<file path="src/rtl/bit_serializer_if.sv">
// Byte-in / bit-out bus for the serializer: write handshake plus serial line and status.
interface bit_serializer_if;
  logic [7:0] wdata;
  logic       wen;
  logic       wready;
  logic       bitline;
  logic       busy;

  modport master (output wdata, output wen, input wready, input bitline, input busy);
  modport slave  (input wdata, input wen, output wready, output bitline, output busy);
endinterface

</file>
<file path="src/rtl/bit_serializer.sv">
// Byte FIFO feeding a framed serial line: sync 1, start 0, 8 data bits MSB first, stop 0, idle gap.
//
// state   | meaning
// --------+-----------------------------------------------
// S_IDLE  | line low, waiting for a queued byte
// S_SYNC  | sync bit (1)
// S_START | start bit (0)
// S_DATA  | 8 data bits, shift register bit 7 on the line
// S_STOP  | stop bit (0)
// S_GAP   | IDLE_GAP low cycles before the next frame
module bit_serializer #(
  parameter int FIFO_DEPTH = 4,
  parameter int IDLE_GAP   = 1
) (
  input logic            clk,
  input logic            rst_n,
  bit_serializer_if.slave bus
);
  localparam int AW = $clog2(FIFO_DEPTH);
  localparam logic [AW:0] FULL_CNT = (AW+1)'(FIFO_DEPTH);
  localparam logic [3:0]  GAP_LOAD = 4'((IDLE_GAP > 0) ? IDLE_GAP - 1 : 0);

  localparam logic [2:0] S_IDLE  = 3'd0;
  localparam logic [2:0] S_SYNC  = 3'd1;
  localparam logic [2:0] S_START = 3'd2;
  localparam logic [2:0] S_DATA  = 3'd3;
  localparam logic [2:0] S_STOP  = 3'd4;
  localparam logic [2:0] S_GAP   = 3'd5;

  logic [7:0]    mem [FIFO_DEPTH];
  logic [AW-1:0] wr_ptr, rd_ptr;
  logic [AW:0]   count;
  logic [2:0]    state;
  logic [7:0]    shreg;
  logic [2:0]    bit_cnt;
  logic [3:0]    gap_cnt;
  logic          bitline_q, busy_q;
  logic          push, pop, frame_end;

  assign bus.wready  = (count != FULL_CNT);
  assign bus.bitline = bitline_q;
  assign bus.busy    = busy_q;

  assign push = bus.wen && bus.wready;

  // A frame may chain straight into the next one at the end of STOP/GAP, so the
  // period stays 11+IDLE_GAP instead of paying an extra IDLE cycle.
  assign frame_end = (state == S_IDLE) ||
                     (state == S_STOP && IDLE_GAP == 0) ||
                     (state == S_GAP && gap_cnt == 4'd0);
  assign pop = frame_end && (count != '0);

  always_ff @(posedge clk) begin
    if (push) mem[wr_ptr] <= bus.wdata;
  end

  always_ff @(posedge clk) begin
    if (!rst_n) begin
      wr_ptr <= '0;
      rd_ptr <= '0;
      count  <= '0;
    end else begin
      if (push) wr_ptr <= wr_ptr + 1'b1;
      if (pop)  rd_ptr <= rd_ptr + 1'b1;
      case ({push, pop})
        2'b10:   count <= count + 1'b1;
        2'b01:   count <= count - 1'b1;
        default: count <= count;
      endcase
    end
  end

  always_ff @(posedge clk) begin
    if (!rst_n) begin
      state     <= S_IDLE;
      bit_cnt   <= '0;
      gap_cnt   <= '0;
      bitline_q <= 1'b0;
      busy_q    <= 1'b0;
    end else begin
      case (state)
        S_SYNC:  state <= S_START;
        S_START: begin
          state   <= S_DATA;
          bit_cnt <= '0;
        end
        S_DATA: begin
          shreg   <= {shreg[6:0], 1'b0};
          bit_cnt <= bit_cnt + 1'b1;
          if (bit_cnt == 3'd7) state <= S_STOP;
        end
        S_STOP: begin
          if (IDLE_GAP != 0) begin
            gap_cnt <= GAP_LOAD;
            state   <= S_GAP;
          end else if (pop) begin
            shreg <= mem[rd_ptr];
            state <= S_SYNC;
          end else begin
            state <= S_IDLE;
          end
        end
        S_GAP: begin
          if (gap_cnt != 4'd0) begin
            gap_cnt <= gap_cnt - 1'b1;
          end else if (pop) begin
            shreg <= mem[rd_ptr];
            state <= S_SYNC;
          end else begin
            state <= S_IDLE;
          end
        end
        default: begin
          if (pop) begin
            shreg <= mem[rd_ptr];
            state <= S_SYNC;
          end
        end
      endcase

      // Line and status are registered from the current state, one cycle behind it.
      case (state)
        S_SYNC:  bitline_q <= 1'b1;
        S_DATA:  bitline_q <= shreg[7];
        default: bitline_q <= 1'b0;
      endcase
      busy_q <= (state != S_IDLE) || (count != '0);
    end
  end
endmodule

</file>
<file path="src/flat_wrapper.sv">
// flat-port wrapper written by rule: the top's interface ports become plain ports
module bit_serializer_flat 
#(
  parameter int FIFO_DEPTH = 4,
  parameter int IDLE_GAP   = 1
)
  (clk, rst_n, bus_wdata, bus_wen, bus_wready, bus_bitline, bus_busy);
  bit_serializer_if bus_i ();
  input logic clk;
  input logic rst_n;
  input wire logic [$bits(bus_i.wdata)-1:0] bus_wdata;
  input wire logic [$bits(bus_i.wen)-1:0] bus_wen;
  output wire logic [$bits(bus_i.wready)-1:0] bus_wready;
  output wire logic [$bits(bus_i.bitline)-1:0] bus_bitline;
  output wire logic [$bits(bus_i.busy)-1:0] bus_busy;
  assign bus_i.wdata = bus_wdata;
  assign bus_i.wen = bus_wen;
  assign bus_wready = bus_i.wready;
  assign bus_bitline = bus_i.bitline;
  assign bus_busy = bus_i.busy;
  bit_serializer #(.FIFO_DEPTH(FIFO_DEPTH), .IDLE_GAP(IDLE_GAP)) u_core (.clk(clk), .rst_n(rst_n), .bus(bus_i));
endmodule
</file>
<file path="config.mk">
export PLATFORM = sky130hd
export DESIGN_NAME = bit_serializer_flat
export DESIGN_NICKNAME = d
export VERILOG_FILES = /design/src/rtl/bit_serializer_if.sv /design/src/rtl/bit_serializer.sv /design/src/flat_wrapper.sv
export SDC_FILE = /design/constraint.sdc
export NUM_CORES = 1
export LEC_CHECK = 0
export ABC_AREA = 0
export CORE_ASPECT_RATIO = 1.1
export CORE_MARGIN = 2
export CORE_UTILIZATION = 40
export CTS_CLUSTER_DIAMETER = 40
export DETAILED_ROUTE_END_ITERATION = 8
export PLACE_DENSITY = 0.6
export SLEW_MARGIN = 0
export SYNTH_ARGS = -nofsm -noshare
export SYNTH_HDL_FRONTEND = slang
export SYNTH_SLANG_ARGS = --single-unit
</file>
<file path="constraint.sdc">
create_clock -name clk -period 5.8 [get_ports clk]
set_input_delay 0.58 -clock clk [delete_from_list [all_inputs] [get_ports clk]]
set_output_delay 0.58 -clock clk [all_outputs]
set_load 0.05 [all_outputs]
</file>
# [After elaboration in Yosys (flattened, before gate mapping)]
# Memory sizes are Yosys's and may differ from the RTL's. A register that Yosys moved wholly into a read port is not among the register bits.
# Cells that the tools add are included.
[word_totals] regBits=27 mem_bits_rw=32 in_bits=11 out_inout_bits=3 elab_cells=64 memories=1
[mem_list] memory="u_core.mem" words=4 word_bits=8 rd=1 rd_clocked_by_memory_dff=1 write_ports=1 line_no="bit_serializer.sv:30" source="logic [7:0] mem [FIFO_DEPTH];"
[classes] addsub=6 eq_ne=12 muxes=17 n_bitwise=1 reduce_logical=18
[op_table] cell="8-bit one-hot mux with 3 select lines" count=1
[op_table] cell="8-bit two-way mux" count=2
[op_table] cell="3-bit one-hot mux with 5 select lines" count=1
[op_table] cell="3-bit one-hot mux with 2 select lines" count=2
[op_table] cell="3-bit == test, second input constant" count=3
[op_table] cell="3-bit two-way mux" count=3
[op_table] cell="4-bit one-hot mux with 2 select lines" count=1
[op_table] cell="3-bit by 1-bit adder with 3-bit output, second input constant" count=2
[op_table] cell="3-bit by 2-bit == test with 1-bit output, second input constant" count=2
[op_table] cell="3-bit AND reduction" count=2
[op_table] cell="2-bit nonzero test" count=3
[op_table] cell="3-bit nonzero test" count=2
[op_table] cell="6-bit nonzero test" count=1
[op_table] cell="2-bit by 1-bit adder with 2-bit output, second input constant" count=2
[op_table] cell="4-bit logical NOT" count=1
[op_table] cell="2-bit two-way mux" count=2
[op_table] cell="4-bit two-way mux" count=1
[op_table] cell="2-bit inequality test, second input constant" count=2
[op_table] cell="4-bit nonzero test" count=1
[op_table] cell="4-bit by 1-bit subtractor with 4-bit output, second input constant" count=1
[op_table] cell="3-bit by 1-bit == test with 1-bit output, second input constant" count=1
[op_table] cell="1-bit logical AND" count=3
[op_table] cell="3-bit logical NOT" count=1
[op_table] cell="1-bit two-way mux" count=3
[op_table] cell="10 further kinds" count=11

# [Depth between registers and ports, before layout]
# Gate-level depths: netlist of the first run.
[depth] word_depth=7 ltp_mapped=12

# [Least setup slack after synthesis of the first run]
# Ideal clock, no wire load.
[synth_timing] kind="register -> register" startpoint="register u_core.count[0]" endpoint="register u_core.count[2]" arrival_ns=2.454 t_required_ns=5.729 path_slack_ns=3.276 stages_incl_launch_ff=10 path_buffers=0 synth_period_minus_slack_ns=2.524 cell_sequence="dfxtp_1 > or3b_1 > and2_1 > inv_1 > ha_1 > inv_1 > fa_1 > xor2_1 > or3_1 > a21oi_1"
[synth_between] elab_chain_len=4 elab_cells_between_ends=10 cone_classes="add/sub (2); eq/ne (3); mux (1); reduce/logical (4)"
[synth_rtl] element="from (decl)" line_no="bit_serializer.sv:32" source="logic [AW:0] count;"
[synth_rtl] element="from (signal assigned)" line_no="bit_serializer.sv:66" source="2'b10: count <= count + 1'b1;"
[synth_rtl] element="from (signal assigned)" line_no="bit_serializer.sv:67" source="2'b01: count <= count - 1'b1;"
[synth_rtl] element="from (signal assigned)" line_no="bit_serializer.sv:68" source="default: count <= count;"
[synth_rtl] element="3-bit inequality test (*)" line_no="bit_serializer.sv:40" source="assign bus.wready = (count != FULL_CNT);"
[synth_rtl] element="net bus_wready" line_no="flat_wrapper.sv:13" source="output wire logic [$bits(bus_i.wready)-1:0] bus_wready;"
[synth_rtl] element="1-bit logical AND (*)" line_no="bit_serializer.sv:44" source="assign push = bus.wen && bus.wready;"
[synth_rtl] element="2-bit by 1-bit == test with 1-bit output or 2-bit == test (tied branches)" line_no="bit_serializer.sv:65" source="case ({push, pop})"
[synth_rtl] element="3-bit one-hot mux with 2 select lines or 2-bit nonzero test (tied branches)"
# Mark *: on every way through the listed nets, which the timed path passes. The rest lies on a longest branch.
# A chain may end at the register's enable or synchronous reset.

# [Worst setup path after layout of the first run]
[layout_timing] startpoint="register u_core.gap_cnt[0]" endpoint="register u_core.count[2]"
[layout_between] elab_chain_len=6 elab_cells_between_ends=8 cone_classes="eq/ne (2); mux (1); reduce/logical (5)"
[layout_rtl] element="from (decl)" line_no="bit_serializer.sv:36" source="logic [3:0] gap_cnt;"
[layout_rtl] element="from (signal assigned)" line_no="bit_serializer.sv:105" source="gap_cnt <= gap_cnt - 1'b1;"
[layout_rtl] element="4-bit logical NOT (*)" line_no="bit_serializer.sv:50" source="(state == S_GAP && gap_cnt == 4'd0);"
[layout_rtl] element="1-bit logical AND (*)" line_no="bit_serializer.sv:50"
[layout_rtl] element="1-bit logical OR (*)" line_no="bit_serializer.sv:49" source="(state == S_STOP && IDLE_GAP == 0) ||"
[layout_rtl] element="1-bit logical AND (*)" line_no="bit_serializer.sv:51" source="assign pop = frame_end && (count != '0);"
[layout_rtl] element="net u_core.pop" line_no="bit_serializer.sv:38" source="logic push, pop, frame_end;"
[layout_rtl] element="2-bit by 1-bit == test with 1-bit output or 2-bit == test (tied branches)" line_no="bit_serializer.sv:65"
[layout_rtl] element="3-bit one-hot mux with 2 select lines or 2-bit nonzero test (tied branches)"
# Marked as above.

==> results of run 1 <==
==> sequential cells by signal, indices dropped and copies added (netlist names), named ones only <==
signal and flops:
u_core.wr_ptr 2, u_core.bus.busy 1, u_core.state 3, u_core.bit_cnt 3, u_core.mem 32, u_core.rd_ptr 2
u_core.gap_cnt 4, u_core.bus.bitline 1, u_core.shreg 8, u_core.count 3
==> cell type report <==
cell class	instances	area [µm²]
Clock buffer	10	128
Clock inverter	6	101
Fill cell	595	3420
Inverter	12	45.0
Multi-Input combinational cell	125	966
Sequential cell	61	1620
Tap cell	82	103
Timing Repair Buffer	13	130
==> routing by layer <==
layer	routed length, µm	share of wire, %	global-route usage, %	vias up
met5	0	0	0	-
met4	99	2.3	7.50	0
met3	149	3.5	4.52	10
met2	2100	49	19.6	23
met1	1960	46	16.7	750
li1	-	-	-	800
==> cell usage in the layout, fill, tap and decap left out, drive strengths merged, types with 5 or more instances in the layout <==
cell / count
nor2: 12
clkbuf: 10
a21oi: 16
a22o: 7
nand2: 11
o21ai: 8
mux4: 8
edfxtp: 40
ha: 9
inv: 11
clkdlybuf4s50: 13
dfxtp: 21
nand3: 5
==> cells by family after synthesis <==
logic type,Yosys count,synth area share [%]
compound gates,41,9.98
xor+xnor,4,1.31
fa+ha+maj,10,4.96
buf+inv,20,3.14
flops,61,60.7
mux,10,7.54
simple gates,60,12.4
==> worst max-delay path, stage by stage (launching register included) <==
cell and delay (ps):
dfxtp_1 340, inv_1 80, ha_1 200, nor3b_4 360, a21o_2 200, nand2_1 70
inv_2 150, ha_1 200, inv_1 60, fa_1 370, xor2_1 150, or3_1 300
a21oi_1 130
==> where the power goes <==
group / total, µW / internal, µW / switching [µW]
logic: 369 / 172 / 198
registers: 614 / 555 / 58.9
clock network: 439 / 281 / 158
==> final timing paths <==
| kind | start | to | slack (ps) | cells past startpoint |
|---|---|---|---|---|
| worst max register to register | u_core.gap_cnt[0]$_SDFFE_PN0P_ | u_core.count[2]$_SDFFE_PN0P_ | 3090 | 12 |
| worst min-delay path | u_core.bit_cnt[2]$_SDFFE_PN0P_ | u_core.bit_cnt[2]$_SDFFE_PN0P_ | 470 | 2 |
| worst max-delay path | u_core.gap_cnt[0]$_SDFFE_PN0P_ | u_core.count[2]$_SDFFE_PN0P_ | 3090 | 12 |
| worst min register to register | u_core.bit_cnt[2]$_SDFFE_PN0P_ | u_core.bit_cnt[2]$_SDFFE_PN0P_ | 470 | 2 |
==> stage by stage <==
step	total power [µW]	instance area [µm²]
4_1_cts	1440	3090
3_5_place_dp	996	2870
5_1_grt	1510	3090
2_1_floorplan	904	2670
3_3_place_gp	992	2870
6_report	1420	3090
==> impl_metrics.csv, run 1 <==
group,metric,value,unit
floorplanning,die_y,89.7,µm
floorplanning,start_util,41.0,%
sta,relSlewSlack,64.0,%
placed_design,dp_hpwl,2.92,mm
yosys,ys_ff_latch,61,
clocking,cts-resized-gates,0,
yosys,synth.distinct_cells,44,
drt,wl_per_cell,13.9,µm
clocking,cts_max_level,3,
yosys,yosys-top-cells-area,"edfxtp_1, dfxtp_1, mux4_2, ha_1, a21oi_1",
placed_design,port_buffers,13,
sta,tns,0,ps
sta,hold_viol,0,
worst_setup_path,cp_data_required_time,6060,ps
drt,via_per_inst,5.12,
worst_setup_path,crit_path_start_kind,"flip-flop",
sta,finalCriticalPeriod,2710,ps
sta,period_share,46.7,%
outcome,status,"completed",
drt,wirelength,4.31,mm
yosys,seq_area_frac_synth,60.7,%
drt,drtIter0Drc,44,
grt,grt_pass1_wl,7.17,mm
finish,layoutNonFillerInstCount,309,
clocking,holdBufCountCts,0,
worst_setup_path,crit_fanout,9,
finish,antenna_cells,0,
floorplanning,pin_count,14,
sta,finClkSkew,9.05,ps
drt,drc,0,
yosys,ys_warn_count,0,
clocking,tritoncts,"done",
sta,setup_viol_count_final,0,
sta,holdWs,475,ps
yosys,avgSynthCellArea,13.0,µm²
grt,grtUsageTotal,13.3,%
yosys,synth_nets,227,
placed_design,gp_congestion,0.800,
clocking,ctsRootBufferMaster,"clkbuf_8",
yosys,synth_ff_type,"edfxtp_1",
worst_setup_path,endpoint_kind,"flip-flop",
sta,rsz0062_at_grt,"no",
finish,area_growth,15.8,%
floorplanning,fp.dieW,81.9,µm
sta,slew_viol_final,0,
grt,gr-total-overflow,0,
power_and_ir_drop,p_per_area,460,nW/µm²
yosys,yosys.area.top_type_share,45.0,%
grt,grt_max_degree,18,
job,drv_cap,0,
yosys,synth.largest_area_cell,"edfxtp_1",
power_and_ir_drop,p_leak,0.00108,µW
drt,ant_nets,0,
yosys,async_flop_share,0,%
finish,final_core_util,47.5,%
drt,vias,1583,
finish,nNetsFinal,243,
worst_setup_path,crit_type,"reg -> reg",
finish,drive_gt1_share,13.2,%
placed_design,dpl.cell_count,293,
grt,antenna_found_initial,0,
clocking,post_cts_buffers,0,
floorplanning,core.rowCount,31,
clocking,clk_pin_slew,60,ps
clocking,cts_buffers,9,
clocking,cts.sinks,61,
clocking,worstSkewPairLatency,340,ps
yosys,synth_common_cells,"edfxtp_1, dfxtp_1, a21oi_1",
worst_hold_path,hp-class,"reg -> reg",
drt,drt_pass1_iterations,4,
power_and_ir_drop,vdd_drop_max,0.218,mV
yosys,synth_cells,206,
worst_setup_path,arrival,2970,ps
sta,setup_ws,3090,ps
floorplanning,coreArea,6520,µm²
sta,worst_pin_slew,540,ps
placed_design,pre_cts_slack,3060,ps
yosys,post-synth-top-count-cell,"edfxtp_1",
grt,grt_pass1_vias,1520,
sta,fmax,369,MHz
yosys,synth_enable_flop_cells,40,
clocking,cts_buffer_depth,2,
yosys,syn_area,2670,µm²
floorplanning,dieArea,7350,µm²
No activity file was read; power rests on OpenSTA's default activity.
==> run 2: changes to the inputs <==
--- a/config.mk
+++ b/config.mk
@@ -11,7 +11,7 @@
 export CORE_UTILIZATION = 40
 export CTS_CLUSTER_DIAMETER = 40
 export DETAILED_ROUTE_END_ITERATION = 8
-export PLACE_DENSITY = 0.6
+export PLACE_DENSITY = 0.62
 export SLEW_MARGIN = 0
 export SYNTH_ARGS = -nofsm -noshare
 export SYNTH_HDL_FRONTEND = slang
==> constraint.sdc (replaced) <==
create_clock -name clk -period 2.2 [get_ports clk]
set_input_delay 0.22 -clock clk [delete_from_list [all_inputs] [get_ports clk]]
set_output_delay 0.22 -clock clk [all_outputs]
set_load 0.05 [all_outputs]
==> impl_metrics.csv, run 2 (synthesis gave the netlist of run 1 again) <==
group,metric,value,unit
outcome,status,"completed",
clocking,cts.sinks,61,
sta,finClkSkew,10.9,ps
worst_setup_path,cp_data_required_time,2480,ps
finish,area_growth,24.0,%
clocking,ctsRootBufferMaster,"clkbuf_8",
worst_setup_path,arrival,2480,ps
floorplanning,die_y,89.7,µm
sta,setup_viol_count_final,0,
placed_design,pre_cts_slack,-15.3,ps
clocking,cts_buffer_depth,2,
floorplanning,pin_count,14,
drt,drc,0,
worst_setup_path,crit_type,"reg -> reg",
floorplanning,core.rowCount,31,
clocking,tritoncts,"done",
worst_hold_path,hp-class,"reg -> reg",
drt,wl_per_cell,14.5,µm
floorplanning,fp.dieW,81.9,µm
power_and_ir_drop,vdd_drop_max,0.549,mV
drt,via_per_inst,5.18,
clocking,clk_pin_slew,70,ps
clocking,cts_max_level,3,
worst_setup_path,crit_path_start_kind,"flip-flop",
finish,top_register,"u_core.mem",
worst_setup_path,r2r_slack,2,ps
power_and_ir_drop,power.switching,1200,µW
placed_design,port_buffers,13,
finish,final_cell_mix,"edfxtp_1, buf_4, dfxtp_1",
power_and_ir_drop,p_int,2850,µW
drt,drt_pass1_iterations,4,
finish,nNetsFinal,265,
sta,hold_viol,0,
sta,finalCriticalPeriod,2200,ps
power_and_ir_drop,seqPwrFrac,38.4,%
sta,period_share,99.9,%
finish,largestRegisters,"u_core.mem (32), u_core.shreg (8), u_core.gap_cnt (4)",
worst_hold_path,whs_path_depth,2,
clocking,worstSkewPairLatency,340,ps
floorplanning,coreArea,6520,µm²
sta,setup_ws,2.43,ps
job,drv_cap,0,
placed_design,gp_congestion,0.775,
finish,drive_gt1_share,26.9,%
drt,wirelength,4.81,mm
power_and_ir_drop,power_frac_clock,29.6,%
grt,grtUsageTotal,14.4,%
grt,grt_pass1_vias,1677,
worst_setup_path,crit_fanout,2,
clocking,holdBufCountCts,0,
sta,holdWs,477,ps
grt,gr-total-overflow,0,
sta,relSlewSlack,66.1,%
placed_design,dp_hpwl,3.31,mm
sta,fmax,455,MHz
floorplanning,start_util,41.0,%
power_and_ir_drop,combPwrFrac,32.0,%
grt,grt_max_degree,17,
drt,ant_nets,0,
finish,antenna_cells,0,
power_and_ir_drop,p_leak,0.00121,µW
sta,worst_pin_slew,508,ps
sta,slew_viol_final,0,
worst_setup_path,r2r_cells,12,
finish,mostFrequentLayoutCell,"edfxtp_1",
floorplanning,dieArea,7350,µm²
grt,grt_pass1_wl,7.91,mm
clocking,cts_buffers,9,
worst_setup_path,endpoint_kind,"flip-flop",
drt,vias,1714,
finish,largest_reg_flops,32,
sta,rsz0062_at_grt,"yes",
power_and_ir_drop,p_sw_share,29.7,%
power_and_ir_drop,finalPower,4060,µW
grt,antenna_found_initial,0,
power_and_ir_drop,p_per_area,1230,nW/µm²
drt,drtIter0Drc,73,
run 2: changes by cell type in the layout (fill, tap and decap cells not counted), sizes merged:
cell  before  now
buf        0   22
run 2: per-layer routing:
layer  vias to the layer above  GRT usage (%)  wire, µm
met5                         -              0         0
met4                         0           6.25        85
met3                         8           4.32       148
met2                        25           21.4      2300
met1                       842           19.4      2280
li1                        839              -         -
run 2: path summary, 6_finish.rpt:
check                                                    start                        endpoint
worst max-delay path            u_core.gap_cnt[0]$_SDFFE_PN0P_    u_core.count[2]$_SDFFE_PN0P_
worst min register to register  u_core.bit_cnt[2]$_SDFFE_PN0P_  u_core.bit_cnt[2]$_SDFFE_PN0P_
worst max register to register  u_core.gap_cnt[0]$_SDFFE_PN0P_    u_core.count[2]$_SDFFE_PN0P_
worst min-delay path            u_core.bit_cnt[2]$_SDFFE_PN0P_  u_core.bit_cnt[2]$_SDFFE_PN0P_
run 2: through the flow:
stage          instances  instance area [µm²]  setup TNS (ps)  util [%]
6_report             331                 3310               0      50.8
5_1_grt              331                 3310            -121      50.8
4_1_cts              331                 3310               0      50.8
3_5_place_dp         311                 3040           -15.3      46.7
3_3_place_gp         311                 3040               0      46.7
2_1_floorplan        206                 2710           -73.4         -
run 2: layout make-up:
class | count | area, µm²
Clock buffer | 10 | 128
Sequential cell | 61 | 1620
Fill cell | 580 | 3200
Timing Repair Buffer | 35 | 295
Multi-Input combinational cell | 125 | 1000
Clock inverter | 6 | 111
Tap cell | 82 | 103
Inverter | 12 | 47.5
run 2: repair_timing:
action | CTS | global route
pin swaps | 3 | 0
endpoints found under the setup margin | 1 | 1
resized for setup | 1 | 1
setup buffers | 4 | 0
cloned | 0 | 0
run 2: worst max-delay path, cell delays in order, from the launching register on:
cell and delay, ps:
dfxtp_2 320, inv_2 70, ha_4 130, nor3b_4 180
a21o_2 160, nand2_2 70, inv_4 70, ha_4 130
inv_2 40, fa_2 340, xor2_1 160, or3_1 330
a21oi_2 130
run 2: power by group through the flow:
stage	clock network (µW)	registers (µW)	logic (µW)
final	1200	1560	1300
after global routing	1270	1580	1430
after CTS	1220	1560	1300
after detailed placement	0	1580	1270
after global placement	0	1580	1250
after floorplan	0	1590	860
